### src/rtl/bist_access_arbiter.sv
// bist_access_arbiter: hands a memory's single access port between the
// functional master and the MBIST controller. Mode changes requested on NbarT
// pass through ENTER/EXIT settle states with quiet memory cycles, stalling the
// functional master and granting the BIST engine only once the port is quiet.
//
// Ports:
//   clk, rst_n                 clock, asynchronous active-low reset
//   NbarT                      mode request (0 = normal, 1 = test)
//   func_cs/we/addr/din        functional master access
//   bist_cs/we/addr/din        BIST controller access
//   mem_cs/we/addr/din         registered memory port
//   func_stall                 functional master must hold off
//   bist_grant                 BIST controller owns the port
//   bist_access_cnt            forwarded BIST access count (BIST_ACCESS_CNT_EN only)
//
// Optional feature macro: BIST_ACCESS_CNT_EN
module bist_access_arbiter #(
  parameter int unsigned DATA_WIDTH    = 8,
  parameter int unsigned ADDR_WIDTH    = 6,
  parameter int unsigned SETTLE_CYCLES = 2
) (
  input  logic                  clk,
  input  logic                  rst_n,
  input  logic                  NbarT,
  input  logic                  func_cs,
  input  logic                  func_we,
  input  logic [ADDR_WIDTH-1:0] func_addr,
  input  logic [DATA_WIDTH-1:0] func_din,
  input  logic                  bist_cs,
  input  logic                  bist_we,
  input  logic [ADDR_WIDTH-1:0] bist_addr,
  input  logic [DATA_WIDTH-1:0] bist_din,
  output logic                  mem_cs,
  output logic                  mem_we,
  output logic [ADDR_WIDTH-1:0] mem_addr,
  output logic [DATA_WIDTH-1:0] mem_din,
  output logic                  func_stall,
`ifdef BIST_ACCESS_CNT_EN
  output logic [15:0]           bist_access_cnt,
`endif
  output logic                  bist_grant
);

  localparam int unsigned CNT_W = 4;
  localparam logic [CNT_W-1:0] SETTLE_LOAD = CNT_W'(SETTLE_CYCLES - 1);

  localparam logic [1:0] ST_NORMAL = 2'd0;
  localparam logic [1:0] ST_ENTER  = 2'd1;
  localparam logic [1:0] ST_TEST   = 2'd2;
  localparam logic [1:0] ST_EXIT   = 2'd3;

  logic [1:0]            state, state_nxt;
  logic [CNT_W-1:0]      settle_cnt, settle_cnt_nxt;
  logic                  mem_cs_nxt, mem_we_nxt;
  logic [ADDR_WIDTH-1:0] mem_addr_nxt;
  logic [DATA_WIDTH-1:0] mem_din_nxt;
  logic                  func_stall_nxt, bist_grant_nxt;
`ifdef BIST_ACCESS_CNT_EN
  logic [15:0]           acc_cnt_nxt;
`endif

  // State and registered outputs
  always_ff @(posedge clk or negedge rst_n) begin
    if (!rst_n) begin
      state      <= ST_NORMAL;
      settle_cnt <= '0;
      mem_cs     <= 1'b0;
      mem_we     <= 1'b0;
      mem_addr   <= '0;
      mem_din    <= '0;
      func_stall <= 1'b0;
      bist_grant <= 1'b0;
`ifdef BIST_ACCESS_CNT_EN
      bist_access_cnt <= 16'h0000;
`endif
    end else begin
      state      <= state_nxt;
      settle_cnt <= settle_cnt_nxt;
      mem_cs     <= mem_cs_nxt;
      mem_we     <= mem_we_nxt;
      mem_addr   <= mem_addr_nxt;
      mem_din    <= mem_din_nxt;
      func_stall <= func_stall_nxt;
      bist_grant <= bist_grant_nxt;
`ifdef BIST_ACCESS_CNT_EN
      bist_access_cnt <= acc_cnt_nxt;
`endif
    end
  end

  // Next-state and next-output decode
  always_comb begin
    state_nxt      = state;
    settle_cnt_nxt = settle_cnt;
    mem_cs_nxt     = 1'b0;
    mem_we_nxt     = 1'b0;
    mem_addr_nxt   = mem_addr;
    mem_din_nxt    = mem_din;
    func_stall_nxt = func_stall;
    bist_grant_nxt = bist_grant;
`ifdef BIST_ACCESS_CNT_EN
    acc_cnt_nxt    = bist_access_cnt;
`endif

    case (state)
      ST_NORMAL: begin
        // The access presented alongside the request is still forwarded.
        mem_cs_nxt   = func_cs;
        mem_we_nxt   = func_we;
        mem_addr_nxt = func_addr;
        mem_din_nxt  = func_din;
        if (NbarT) begin
          state_nxt      = ST_ENTER;
          settle_cnt_nxt = SETTLE_LOAD;
          func_stall_nxt = 1'b1;
`ifdef BIST_ACCESS_CNT_EN
          acc_cnt_nxt    = 16'h0000;
`endif
        end
      end

      ST_ENTER: begin
        if (!NbarT) begin
          state_nxt      = ST_EXIT;
          settle_cnt_nxt = SETTLE_LOAD;
        end else if (settle_cnt == '0) begin
          state_nxt      = ST_TEST;
          bist_grant_nxt = 1'b1;
        end else begin
          settle_cnt_nxt = settle_cnt - CNT_W'(1);
        end
      end

      ST_TEST: begin
        mem_addr_nxt = bist_addr;
        mem_din_nxt  = bist_din;
        if (!NbarT) begin
          // BIST access presented on the exit request is dropped.
          state_nxt      = ST_EXIT;
          settle_cnt_nxt = SETTLE_LOAD;
          bist_grant_nxt = 1'b0;
        end else begin
          mem_cs_nxt = bist_cs;
          mem_we_nxt = bist_we;
`ifdef BIST_ACCESS_CNT_EN
          if (bist_cs && (bist_access_cnt != 16'hFFFF))
            acc_cnt_nxt = bist_access_cnt + 16'd1;
`endif
        end
      end

      default: begin // ST_EXIT: NbarT ignored until back in NORMAL
        if (settle_cnt == '0) begin
          state_nxt      = ST_NORMAL;
          func_stall_nxt = 1'b0;
        end else begin
          settle_cnt_nxt = settle_cnt - CNT_W'(1);
        end
      end
    endcase
  end

endmodule

### config.mk
export PLATFORM = sky130hd
export DESIGN_NAME = bist_access_arbiter
export DESIGN_NICKNAME = d
export VERILOG_FILES = /design/src/rtl/bist_access_arbiter.sv
export SDC_FILE = /design/constraint.sdc
export NUM_CORES = 1
export LEC_CHECK = 0
export ABC_CLOCK_PERIOD_IN_PS = 2600
export BUFFER_PORTS_ARGS = -buffer_cell sky130_fd_sc_hd__buf_2
export CAP_MARGIN = 25
export CORE_MARGIN = 5
export CORE_UTILIZATION = 38
export DETAILED_ROUTE_END_ITERATION = 10
export PLACE_DENSITY = 0.68
export REMOVE_ABC_BUFFERS = 1
export SLEW_MARGIN = 0
export SYNTH_ARGS = -nofsm -noshare
export SYNTH_HDL_FRONTEND = slang
export SYNTH_SLANG_ARGS = --single-unit
export TNS_END_PERCENT = 10
### constraint.sdc
create_clock -name clk -period 2.6 [get_ports clk]
set_clock_uncertainty 0.2 [all_clocks]
set_input_delay 0.52 -clock clk [delete_from_list [all_inputs] [get_ports clk]]
set_output_delay 0.52 -clock clk [all_outputs]
set_load 0.05 [all_outputs]
==> results.ini <==
[status]
status=finished clean

[global_route]
grt_pass1_vias=1091
grt_max_degree=25
overflow=0
grt_use_total=0.140
antenna_found_initial=0
grt_first_pass_wirelength_um=4910

[floorplan]
die_width_um=67.5
io-pin-count=53
start_util=0.404
row_count=20
die_y_um=67.5
dieArea_um2=4550
fp.coreArea_um2=3100

[logic_synthesis]
ys_warn_count=0
ys_seq_area_frac=0.479
ys_types=27
netlist_instances=122
synth_seq_cells=24
synth_area_um2=1250
avgSynthCellArea_um2=10.3

[timing]
hold_viol=0
relSlewSlack=0.645
tightest_slew_ns=0.532
fmax_ghz=0.508
fin_crit_ns=1.97
finalMaxSlewViolations=0
rsz0062_at_grt=false
fin_crit_sh=0.757
setup_viol_count_final=0
fin_tns_setup_ns=0

[clock_network]
cts_tree=done
clk_path_buf_depth=2
clkTransAtPathRegs_ns=0.13
cts_hold_buffers=1
cts.sinks=24
clock_latency_ns=0.30
cts-htree-levels=1
cts_root_buffer=clkbuf_4
postCtsSetupBuffers=0
cts-buffers-inserted=3
cts_resized=0

[setup_path]
crit_path_cell_trace=inv_1, ha_1, nor3_1, o21ai_2, nand2_2, mux2_4
cp_data_required_time_ns=2.61
max_stage_delay_ns=0.45
arrival_ns=1.98
critPathBufInv=1
critPathMaxFanout=14
critPathLaunchType=flip-flop
endpoint_kind=flip-flop
path_delay_family=flip-flops
crit_path_top_delay_cell=dfrtp_1
worstSetupPathType=reg -> reg

[min_path]
min_path_type=in -> reg

[pwr]
power_frac_comb=0.638
power.leakage_nw=0.799
clkPwrFrac=0.081
switching_share=0.519
peakVddDrop_v=0.000751
intPower_w=0.00115
cellPowerDensity_nw_per_um2=1500
switching_power_w=0.00125
seqPwrFrac=0.281

[layout]
area_growth_pct=27.2
fin_nets=216
stdcell_count=218
layout-drive-gt1-share=0.362
nFillCells=286
num_antenna_cells=0

[placed_design]
gp_congestion=0.732
placedCellCount=213
hpwl_um=2190
io_buffers=52

[route]
first_iter_violations=18
ant_nets=0
drt_wl_total_um=2750
drtPass1Iterations=4
vias_per_cell=4.82
num_vias=1050
drcViolationCount=0
wire_per_inst_um=12.6

[flow_run]
cap_viol_max_count=0

==> logic make-up after synthesis <==
| kind of cell | Yosys count | share of synthesized area |
|---|---|---|
| compound gates | 34 | 0.165 |
| flops | 24 | 0.479 |
| buf+inv | 12 | 0.0429 |
| fa+ha+maj | 6 | 0.0598 |
| mux | 16 | 0.142 |
| simple gates | 30 | 0.113 |
==> power groups by stage <==
| stage | registers (W) | clock network (W) | logic, W |
|---|---|---|---|
| after floorplan | 0.00115 | 0 | 0.000716 |
| after global placement | 0.000670 | 0 | 0.00152 |
| after detailed placement | 0.000676 | 0 | 0.00155 |
| after CTS | 0.000676 | 0.000202 | 0.00155 |
| after global routing | 0.000703 | 0.000223 | 0.00168 |
| final | 0.000674 | 0.000193 | 0.00153 |
==> layout make-up <==
type,count,area (µm²),share of cell area
sequential,24,601,0.376
timing repair buffer,55,285,0.179
inverter,5,18.8,0.0118
multi-input combinational,86,601,0.376
tap,44,55.1,0.0345
clock buffer,4,36.3,0.0227
==> synthesized netlist by cell type (all sizes together) <==
library cell	n	area (µm²)
a22o	1	8.76
a32o	3	30.0
o221ai	2	17.5
nand3b	1	7.51
clkbuf	4	15.0
nand2b	1	6.26
mux2	1	15.0
mux2i	15	163
nor3	2	10.0
a21o	1	7.51
nand2	19	73.8
and2	1	6.26
o21ai	24	124
ha	6	75.1
o31a	1	8.76
a21oi	2	10.0
or3b	1	11.3
nor2	2	7.51
dfrtp	24	601
buf	3	20.0
inv	5	18.8
nor2b	3	18.8
==> path summary, 6_finish.rpt <==
| check | from | to | slack, ns | cells after the start |
|---|---|---|---|---|
| setup / recovery | state[0] | state[1] | 0.63 | 6 |
| hold / removal | bist_din[5] | mem_din[5] | 0.21 | 3 |
| setup reg to reg | state[0] | state[1] | 0.63 | 6 |
| hold reg to reg | settle_cnt[1] | settle_cnt[1] | 0.35 | 2 |
| max in group asynchronous | rst_n | mem_addr[3] | 1.32 | 2 |
| min in group asynchronous | rst_n | settle_cnt[2] | 0.52 | 2 |
==> stage by stage <==
| stage | power, W | instance area (µm²) | setup slack [ns] | utilization | hold WS, ns |
|---|---|---|---|---|---|
| after floorplan | 0.00187 | 1220 | 0.411 | - | 0.0244 |
| after global placement | 0.00219 | 1550 | 0.714 | 0.500 | 0.318 |
| after detailed placement | 0.00223 | 1550 | 0.634 | 0.500 | 0.315 |
| after CTS | 0.00243 | 1600 | 0.618 | 0.515 | 0.200 |
| after global routing | 0.00261 | 1600 | 0.453 | 0.515 | 0.200 |
| final | 0.00240 | 1600 | 0.632 | 0.515 | 0.209 |
==> placed cells by master (no fill, tap or decap) <==
master / instances
o21ai_2: 1
or3b_4: 1
inv_1: 5
nor3_1: 2
and2_1: 1
buf_2: 52
buf_4: 2
o221ai_1: 2
mux2i_4: 1
dfrtp_1: 24
o21ai_1: 4
clkbuf_4: 3
nand2b_1: 1
nand3b_1: 1
dlygate4sd3_1: 1
a21o_1: 1
nor2_1: 2
o31a_1: 1
a32o_1: 3
a21oi_1: 2
clkbuf_8: 1
ha_1: 6
o21ai_0: 19
nand2_1: 18
nand2_2: 1
mux2_4: 1
a22o_1: 1
nor2b_1: 3
mux2i_1: 14
==> state kept, by name, indices dropped and copies added, names as in the netlist <==
signal      cells
bist_grant      1
func_stall      1
mem_addr        6
mem_cs          1
mem_din         8
mem_we          1
settle_cnt      4
state           2
==> layer usage <==
| metal | wire [µm] | track usage |
|---|---|---|
| met1 | 1300 | 0.195 |
| met3 | 156 | 0.0266 |
| met2 | 1260 | 0.219 |
| met5 | 0 | 0 |
| met4 | 34 | 0.0405 |
==> worst min-delay path: cells and delay by family <==
kind / cells / cell delay (ns)
AND/OR/NAND/NOR: 1 / 0.04
AO/OA/AOI/OAI: 1 / 0.05
buffers and inverters: 1 / 0.07
Power figures use the tool's default switching activity.
